==> src/rtl/otter_intc_pkg.sv <==
// rtl/otter_intc_pkg.sv - shared state encoding and register map for the OTTER interrupt controller
package otter_intc_pkg;

  // Controller sequencing: wait for a request, hold intrpt until ACK, then wait for COMPLETE
  typedef enum logic [1:0] {
    IDLE    = 2'd0,
    ASSERT  = 2'd1,
    SERVICE = 2'd2
  } state_t;

  // Byte offsets from BASE_ADDR; only addr[3:2] are decoded
  localparam logic [3:0] OFF_PENDING  = 4'h0;
  localparam logic [3:0] OFF_ENABLE   = 4'h4;
  localparam logic [3:0] OFF_ACK      = 4'h8;
  localparam logic [3:0] OFF_COMPLETE = 4'hC;

  // Position of the valid flag in the ACK read word
  localparam int VALID_BIT = 31;

endpackage

==> src/rtl/otter_intc_prio.sv <==
// rtl/otter_intc_prio.sv - lowest-index-wins priority encoder over pending & enable
module otter_intc_prio
  import otter_intc_pkg::*;
#(
  parameter int NUM_SRC = 8
) (
  input  logic [NUM_SRC-1:0] req,
  output logic [4:0]         best_id,
  output logic               valid
);

  // Scan from the top down so the lowest set index is the last one written
  always_comb begin
    best_id = '0;
    valid   = 1'b0;
    for (int i = NUM_SRC - 1; i >= 0; i--) begin
      if (req[i]) begin
        best_id = 5'(i);
        valid   = 1'b1;
      end
    end
  end

endmodule

==> src/rtl/otter_intc.sv <==
// rtl/otter_intc.sv - MMIO interrupt controller top; OTTER_INTC_SYNC_EN adds 2-flop source synchronizers
module otter_intc
  import otter_intc_pkg::*;
#(
  parameter int          NUM_SRC   = 8,
  parameter logic [31:0] BASE_ADDR = 32'hFFFF0100
) (
  input  logic               clk,
  input  logic               rst_n,
  input  logic [31:0]        iobus_addr,
  input  logic [31:0]        iobus_out,
  input  logic               iobus_wr,
  input  logic [NUM_SRC-1:0] irq_src,
  output logic [31:0]        rd_data,
  output logic               rd_hit,
  output logic               intrpt
);

  logic [NUM_SRC-1:0] pending;
  logic [NUM_SRC-1:0] enable;
  logic [NUM_SRC-1:0] src_q;
  logic [NUM_SRC-1:0] src_in;
  logic [NUM_SRC-1:0] rise;
  logic [NUM_SRC-1:0] active;
  logic [NUM_SRC-1:0] w1c_mask;
  logic [NUM_SRC-1:0] ack_mask;
  logic [4:0]         claim_id;
  logic [4:0]         best_id;
  logic [4:0]         wr_id;
  logic               best_valid;
  logic               hit;
  logic [3:0]         offset;
  logic               wr_pending;
  logic               wr_enable;
  logic               wr_ack;
  logic               wr_complete;
  logic               ack_ok;
  logic               complete_ok;
  state_t             state;
  state_t             state_next;
  logic               unused_bits;

  assign hit    = (iobus_addr[31:4] == BASE_ADDR[31:4]);
  assign offset = {iobus_addr[3:2], 2'b00};
  assign wr_id  = iobus_out[4:0];

  assign wr_pending  = iobus_wr & hit & (offset == OFF_PENDING);
  assign wr_enable   = iobus_wr & hit & (offset == OFF_ENABLE);
  assign wr_ack      = iobus_wr & hit & (offset == OFF_ACK);
  assign wr_complete = iobus_wr & hit & (offset == OFF_COMPLETE);

  // best_id is always below NUM_SRC when valid, so out-of-range ids never match
  assign ack_ok      = wr_ack & (state == ASSERT) & best_valid & (wr_id == best_id);
  assign complete_ok = wr_complete & (state == SERVICE) & (wr_id == claim_id);

`ifdef OTTER_INTC_SYNC_EN
  logic [NUM_SRC-1:0] sync_1;
  logic [NUM_SRC-1:0] sync_2;

  // Two-stage synchronizer for asynchronous sources
  always_ff @(posedge clk or negedge rst_n) begin
    if (!rst_n) begin
      sync_1 <= '0;
      sync_2 <= '0;
    end else begin
      sync_1 <= irq_src;
      sync_2 <= sync_1;
    end
  end

  assign src_in = sync_2;
`else
  assign src_in = irq_src;
`endif

  assign rise     = src_in & ~src_q;
  assign active   = pending & enable;
  assign w1c_mask = wr_pending ? iobus_out[NUM_SRC-1:0] : '0;
  assign ack_mask = ack_ok ? (NUM_SRC'(1) << best_id) : '0;

  otter_intc_prio #(
    .NUM_SRC (NUM_SRC)
  ) u_prio (
    .req     (active),
    .best_id (best_id),
    .valid   (best_valid)
  );

  // Pending, enable, edge history and claim registers; a rise beats any clear on the same bit
  always_ff @(posedge clk or negedge rst_n) begin
    if (!rst_n) begin
      pending  <= '0;
      enable   <= '0;
      src_q    <= '0;
      claim_id <= '0;
    end else begin
      src_q   <= src_in;
      pending <= (pending & ~w1c_mask & ~ack_mask) | rise;
      if (wr_enable) begin
        enable <= iobus_out[NUM_SRC-1:0];
      end
      if (ack_ok) begin
        claim_id <= wr_id;
      end
    end
  end

  // State register; intrpt is registered from the next state so it tracks ASSERT exactly
  always_ff @(posedge clk or negedge rst_n) begin
    if (!rst_n) begin
      state  <= IDLE;
      intrpt <= 1'b0;
    end else begin
      state  <= state_next;
      intrpt <= (state_next == ASSERT);
    end
  end

  // Next-state logic: one interrupt in flight, no preemption
  always_comb begin
    state_next = state;
    case (state)
      IDLE: begin
        if (|active) state_next = ASSERT;
      end
      ASSERT: begin
        if (ack_ok)        state_next = SERVICE;
        else if (!(|active)) state_next = IDLE;
      end
      SERVICE: begin
        if (complete_ok) state_next = IDLE;
      end
      default: state_next = IDLE;
    endcase
  end

  // Side-effect-free register readback, zero outside the window
  always_comb begin
    rd_data = '0;
    if (hit) begin
      case (offset)
        OFF_PENDING:  rd_data = 32'(pending);
        OFF_ENABLE:   rd_data = 32'(enable);
        OFF_ACK: begin
          rd_data[VALID_BIT] = best_valid;
          rd_data[4:0]       = best_id;
        end
        OFF_COMPLETE: rd_data = {29'b0, state, intrpt};
        default:      rd_data = '0;
      endcase
    end
  end

  assign rd_hit = hit;

  // Address byte lanes and upper data bits carry no meaning for this block
  assign unused_bits = ^{iobus_addr[1:0], iobus_out};

endmodule

==> config.mk <==
export PLATFORM = sky130hd
export DESIGN_NAME = otter_intc
export DESIGN_NICKNAME = d
export VERILOG_FILES = /design/src/rtl/otter_intc_pkg.sv /design/src/rtl/otter_intc_prio.sv /design/src/rtl/otter_intc.sv
export SDC_FILE = /design/constraint.sdc
export NUM_CORES = 1
export LEC_CHECK = 0
export CAP_MARGIN = 25
export CORE_MARGIN = 2
export CORE_UTILIZATION = 35
export DETAILED_ROUTE_END_ITERATION = 16
export GPL_TIMING_DRIVEN = 0
export PLACE_DENSITY = 0.72
export SYNTH_ARGS = -nofsm -noshare
export SYNTH_HDL_FRONTEND = slang
export SYNTH_HIERARCHICAL = 1
export SYNTH_SLANG_ARGS = --single-unit
==> constraint.sdc <==
create_clock -name clk -period 3.4 [get_ports clk]
set_input_delay 0.51 -clock clk [delete_from_list [all_inputs] [get_ports clk]]
set_output_delay 0.51 -clock clk [all_outputs]
set_load 0.02 [all_outputs]
==> flow_summary.toml, run 1 <==
[status]
outcome = "finished clean"

[grt]
grtUsageTotal_pct = 15.9
grt_overflow = 0
antenna_found_initial = 0
grt_max_degree = 33
grt_pass1_wl_um = 8170
first_global_vias = 1704

[cts]
cts_max_level = 2
root_buffer = "clkbuf_8"
cts_sinks = 32
clkTransAtPathRegs_ns = 0.07
cts_buffers = 5
tritoncts = "yes"
clk_path_buf_depth = 2
ctsHoldBuffers = 0
clk_latency_ns = 0.28

[layout]
area_delta_synth_final_pct = 40.4
drive_gt1_share_pct = 20.9
nNetsFinal = 376
n_antenna_cell = 0
fin_cells = 376

[place]
io_buffers = 59
dpl.hpwl_um = 4160
place.gp.congestion = 0.826
place_inst = 368

[sta]
clock.fmax_mhz = 313
rsz0062_at_grt = "false"
hold_viol_final = 0
min_period_ns = 3.19
fin_setup_tns_ns = 0
finClkSkew_ns = 0.00527
drv_slew = 0
slew_headroom_pct = 51.0
fin_crit_sh_pct = 93.9
worst_pin_slew_ns = 0.731
setup_viol = 0

[yosys]
ys_warn_count = 6
synthSimpleGateAreaFrac_pct = 26.0
yosysTopAreaCellShare_pct = 37.3
async_reset_ff_share_pct = 100
synth_edf_count = 0
synth_compound_area_share_pct = 7.51
netlist_top_cells_area = "dfrtp_1 (37%), buf_4 (8.7%), mux2_4 (5.6%)"
synth.area.mux_share_pct = 13.7
yosys.area_share.adder_pct = 0
synth_area_mm2 = 0.00215
syn_inst = 210
synth_top_cell_by_area = "dfrtp_1"
synth-main-ff-cell = "dfrtp_1"
synth_top_family_by_area = "simple AND/OR/NAND/NOR gates"
syn_avg_cell_area_um2 = 10.2
ys_seq_area_share_pct = 37.3
yosysUniqueCellTypes = 41
synth_seq_cells = 32
synth_xor_area_share_pct = 4.08

[critical_path]
reg2reg_from = "pending[2]"
worst_ep_required_time_ns = 2.89
cp-end-kind = "output pin"
crit_path_start = "iobus_addr[13]"
critPathMaxFanout = 10
setup.worst_path.start_class = "input port"
crit_arrival_ns = 2.68
path_class = "in -> out"

[flow_run]
drv_cap = 0

[routing]
drt_iter0_markers = 82
dr.pass1.iters = 4
drc = 0
antenna_left = 0
wl_per_cell_um = 13.9
routed_via_density = 4.73
num_vias = 1778
wirelength_um = 5240

[floorplanning]
die_area_mm2 = 0.00678
core_mm2 = 0.00592
start_util_pct = 36.3
die_h_um = 82.3
fp-row-count = 28
die_w_um = 82.3
io_pins = 109

[hold_path]
hold_class = "in -> async"

[pwr]
leakage_nw = 1.38
p_per_area_mw_per_mm2 = 284
ir_drop_v = 0.000170
## synth_stat cells, types with 2 or more instances
master    number
nor4b_2        2
conb_1         2
xor2_1         3
mux4_2         3
nand2_1        3
nor2_1         7
or2_2          2
inv_1          3
a21oi_1       11
o32ai_1        8
nor4_1         8
o21bai_1       2
and2_1         8
dfrtp_1       32
buf_2          2
mux2_4         8
mux2_2         5
xnor2_1        7
nor2b_1       16
nand2b_1      10
nand4_1        6
buf_4         25
mux2i_1        5
nor3_1         9
or4_1          3
clkbuf_1       5
## logic make-up (layout without fill, tap and decap cells)
group | Yosys count | after routing
muxes | 21 | 21
DFF | 32 | 32
other | 2 | 25
buffers and inverters | 36 | 104
AOI/OAI and AO/OA | 24 | 24
and+or+nand+nor | 85 | 85
xor gates and xnor gates | 10 | 10
## metal layers
metal	vias to the layer above	track usage, %	routed length, µm
li1	886	-	-
met1	809	19.8	2140
met2	74	26.1	2540
met3	9	4.13	482
met4	0	6.33	74
met5	-	0	0
## state kept, by name, summed over array words and instances, names as in the netlist
signal,cells
pending,8
claim_id,5
intrpt,1
state,2
enable,8
src_q,8
## cell type report
class	count	area (µm²)
Fill cell	539	2910
Multi-Input combinational cell	165	1190
Sequential cell	32	801
Timing Repair Buffer	61	589
Buffer	33	229
Clock buffer	7	96.3
Tap cell	75	93.8
Inverter	3	11.3
## path summary, 6_finish.rpt
kind	slack (ns)	end	cells after the start
min in group clk	0.53	claim_id[4]	1
max in group asynchronous	2.65	src_q[0]	1
max reg2reg	0.37	pending[6]	8
max	0.21	rd_data[6]	8
min	0.28	src_q[6]	1
min reg2reg	0.53	claim_id[4]	1
## repair_timing
item                                    CTS  global route
resized for setup                        10             2
gates cloned                              0             0
pin swaps                                 1             0
setup buffers                             1             0
endpoints found under the setup margin   10             3
## placed cells by master, fill, tap and decap left out, types with 8 or more instances in the layout
cell type        instances
and2_1                   8
mux2_4                   8
conb_1                  25
dfrtp_1                 32
nand2b_1                10
dlygate4sd2_1            9
buf_4                   26
clkdlybuf4s50_1         48
nor4_1                   8
nor2b_1                 16
a21oi_1                 11
nor3_1                   9
o32ai_1                  8
## power by group
| part | internal (W) | switching (W) | leakage, nW | total, W |
|---|---|---|---|---|
| registers | 0.000385 | 0.00000117 | 0.387 | 0.000387 |
| logic | 0.0000876 | 0.0000675 | 0.940 | 0.000155 |
| clock network | 0.000180 | 0.000136 | 0.0503 | 0.000316 |
## metrics by stage
step                worst slack, ns  area, µm²  hold slack, ns  power (W)  util [%]
floorplan                     0.740       2230           0.214   0.000472         -
global placement             -0.236       2920           0.509   0.000547      49.3
detailed placement           -0.306       2920           0.512   0.000548      49.3
CTS                          0.0552       3010           0.314   0.000864      50.9
global route                0.00706       3020           0.338   0.000897      50.9
finish                        0.206       3020           0.278   0.000857      50.9
## worst max-delay path: stages
cell	delay (ns)
clkdlybuf4s50_1	0.42
nor4b_2	0.30
nand4_1	0.18
buf_2	0.22
or2_2	0.30
buf_2	0.19
nor3_1	0.20
dlygate4sd2_1	0.36
(Power assumes the default switching activity.)
==> run 2, diff against run 1 <==
--- a/config.mk
+++ b/config.mk
@@ -11,6 +11,7 @@
 export DETAILED_ROUTE_END_ITERATION = 16
 export GPL_TIMING_DRIVEN = 0
 export PLACE_DENSITY = 0.72
+export SLEW_MARGIN = 20
 export SYNTH_ARGS = -nofsm -noshare
 export SYNTH_HDL_FRONTEND = slang
 export SYNTH_HIERARCHICAL = 1
==> run 2 against run 1 <==
Worst hold slack improved by 0.014 ns. Via count is 0.67% lower. Clock power about the same. Clock skew hardly changed. Critical path depth unchanged. First-iteration DRC count is 51% lower. Worst setup slack improved by 0.0077 ns. Register-to-register slack better by 0.07 ns. Power is 0.13% higher. Largest cell class unchanged. Largest power group unchanged.
==> flow_summary.toml, run 2 (synthesized netlist as in run 1, its figures left out) <==
[status]
outcome = "finished clean"

[grt]
grt_max_degree = 33
grt_overflow = 0
first_global_vias = 1707
grtUsageTotal_pct = 15.8
antenna_found_initial = 0
grt_pass1_wl_um = 8110

[critical_path]
worst_ep_required_time_ns = 2.89
path_class = "in -> out"
setup.worst_path.start_class = "input port"
cp-end-kind = "output pin"
critPathSlowestCell = "clkdlybuf4s50_1"
crit_arrival_ns = 2.68
cp_common_cell = "buf_2"
crit_chain = "clkdlybuf4s50_1 > nor4b_2 > nand4_1 > buf_2 > or2_2 > buf_2 > nor3_1 > dlygate4sd2_1"
critPathMaxFanout = 10
max_stage_delay_ns = 0.42

[pwr]
power_frac_clock_pct = 36.9
p_comb_share_pct = 18.1
swShare_pct = 23.9
p_int_w = 0.000653
pwr-share-seq_pct = 45.0
ir_drop_v = 0.000168
leakage_nw = 1.38
total_power_w = 0.000859
p_per_area_mw_per_mm2 = 284
switchingPower_w = 0.000205

[floorplanning]
fp-row-count = 28
die_area_mm2 = 0.00678
io_pins = 109
die_h_um = 82.3
start_util_pct = 36.3
core_mm2 = 0.00592
die_w_um = 82.3

[layout]
n_antenna_cell = 0
top_regs = "enable (8), pending (8), src_q (8)"
final_common_cell = "clkdlybuf4s50_1"
area_delta_synth_final_pct = 40.5
final_cell_mix = "clkdlybuf4s50_1 (48), dfrtp_1 (32), buf_4 (26), conb_1 (25), nor2b_1 (16)"
nNetsFinal = 375
drive_gt1_share_pct = 21.0

[cts]
ctsHoldBuffers = 0
cts_buffers = 5
tritoncts = "yes"
cts_max_level = 2
clk_path_buf_depth = 2
cts_sinks = 32
clk_latency_ns = 0.28
root_buffer = "clkbuf_8"
clkTransAtPathRegs_ns = 0.06

[sta]
setup_slack_ns = 0.214
hold_ws_ns = 0.292
hold_viol_final = 0
worst_pin_slew_ns = 0.758
fin_setup_tns_ns = 0
fin_crit_sh_pct = 93.7
clock.fmax_mhz = 314
rsz0062_at_grt = "false"
setup_viol = 0
slew_headroom_pct = 48.9
drv_slew = 0
finClkSkew_ns = 0.00566
min_period_ns = 3.19

[place]
io_buffers = 59
place_ws_ns = -0.298
dpl.hpwl_um = 4160
place.gp.congestion = 0.826

[routing]
num_vias = 1766
dr.pass1.iters = 4
routed_via_density = 4.71
antenna_left = 0
drt_iter0_markers = 40
drc = 0
wl_per_cell_um = 13.8
wirelength_um = 5180

[flow_run]
drv_cap = 0

[hold_path]
hold_class = "in -> async"
==> run 2: changes by cell type in the layout (fill, tap and decap cells not counted) <==
cell | before | now
buf_2 | 5 | 4
o41ai_1 | 1 | 0
o41ai_2 | 0 | 1
==> run 2: area by class of cell <==
| type | instances | area [µm²] |
|---|---|---|
| Buffer | 33 | 229 |
| Clock buffer | 7 | 96.3 |
| Fill cell | 556 | 2900 |
| Inverter | 3 | 11.3 |
| Multi-Input combinational cell | 165 | 1200 |
| Sequential cell | 32 | 801 |
| Tap cell | 75 | 93.8 |
| Timing Repair Buffer | 60 | 584 |
==> run 2: what timing repair did <==
| item | 4_1_cts | 5_1_grt |
|---|---|---|
| pin swaps | 1 | 0 |
| resized for setup | 10 | 2 |
| buffers inserted | 1 | 0 |
| endpoints found under the setup margin | 10 | 2 |
==> run 2: power groups by stage <==
stage | clock network, W | logic [W] | registers, W
after global routing | 0.000341 | 0.000170 | 0.000387
after CTS | 0.000323 | 0.000155 | 0.000387
after global placement | 0 | 0.000153 | 0.000394
after floorplan | 0 | 0.0000788 | 0.000394
final | 0.000317 | 0.000155 | 0.000387
after detailed placement | 0 | 0.000155 | 0.000394
==> run 2: final timing paths <==
check,slack [ns],startpoint,end,cells past startpoint
max,0.21,iobus_addr[13],rd_data[6],8
min,0.29,rst_n,src_q[6],1
max reg2reg,0.44,enable[4],pending[6],9
min reg2reg,0.53,claim_id[4],claim_id[4],1
max in group asynchronous,2.63,rst_n,src_q[0],1
min in group clk,0.53,claim_id[4],claim_id[4],1
==> run 2: through the flow <==
step	utilization, %	instances	area (µm²)
3_5_place_dp	49.3	367	2920
6_report	51.0	375	3020
5_1_grt	51.0	375	3020
2_1_floorplan	-	233	2230
3_3_place_gp	49.3	367	2920
4_1_cts	50.9	375	3020
==> run 2: metal layers <==
layer / track usage, % / vias up / part of all wire, %
li1: - / 885 / -
met1: 19.8 / 805 / 43
met2: 25.8 / 63 / 48
met3: 3.59 / 13 / 7.5
met4: 7.00 / 0 / 2.2
met5: 0 / - / 0
==> run 2: worst max-delay path, delay by kind of cell <==
family        cells  cell delay [ns]
buf+inv           4             1.19
simple gates      4             0.98
==> run 3, diff against run 2 <==
--- a/config.mk
+++ b/config.mk
@@ -5,7 +5,6 @@
 export SDC_FILE = /design/constraint.sdc
 export NUM_CORES = 1
 export LEC_CHECK = 0
-export CAP_MARGIN = 25
 export CORE_MARGIN = 2
 export CORE_UTILIZATION = 35
 export DETAILED_ROUTE_END_ITERATION = 16
==> results of run 3 <==
The final DEF is identical to that of run 2; final timing and power are the same.
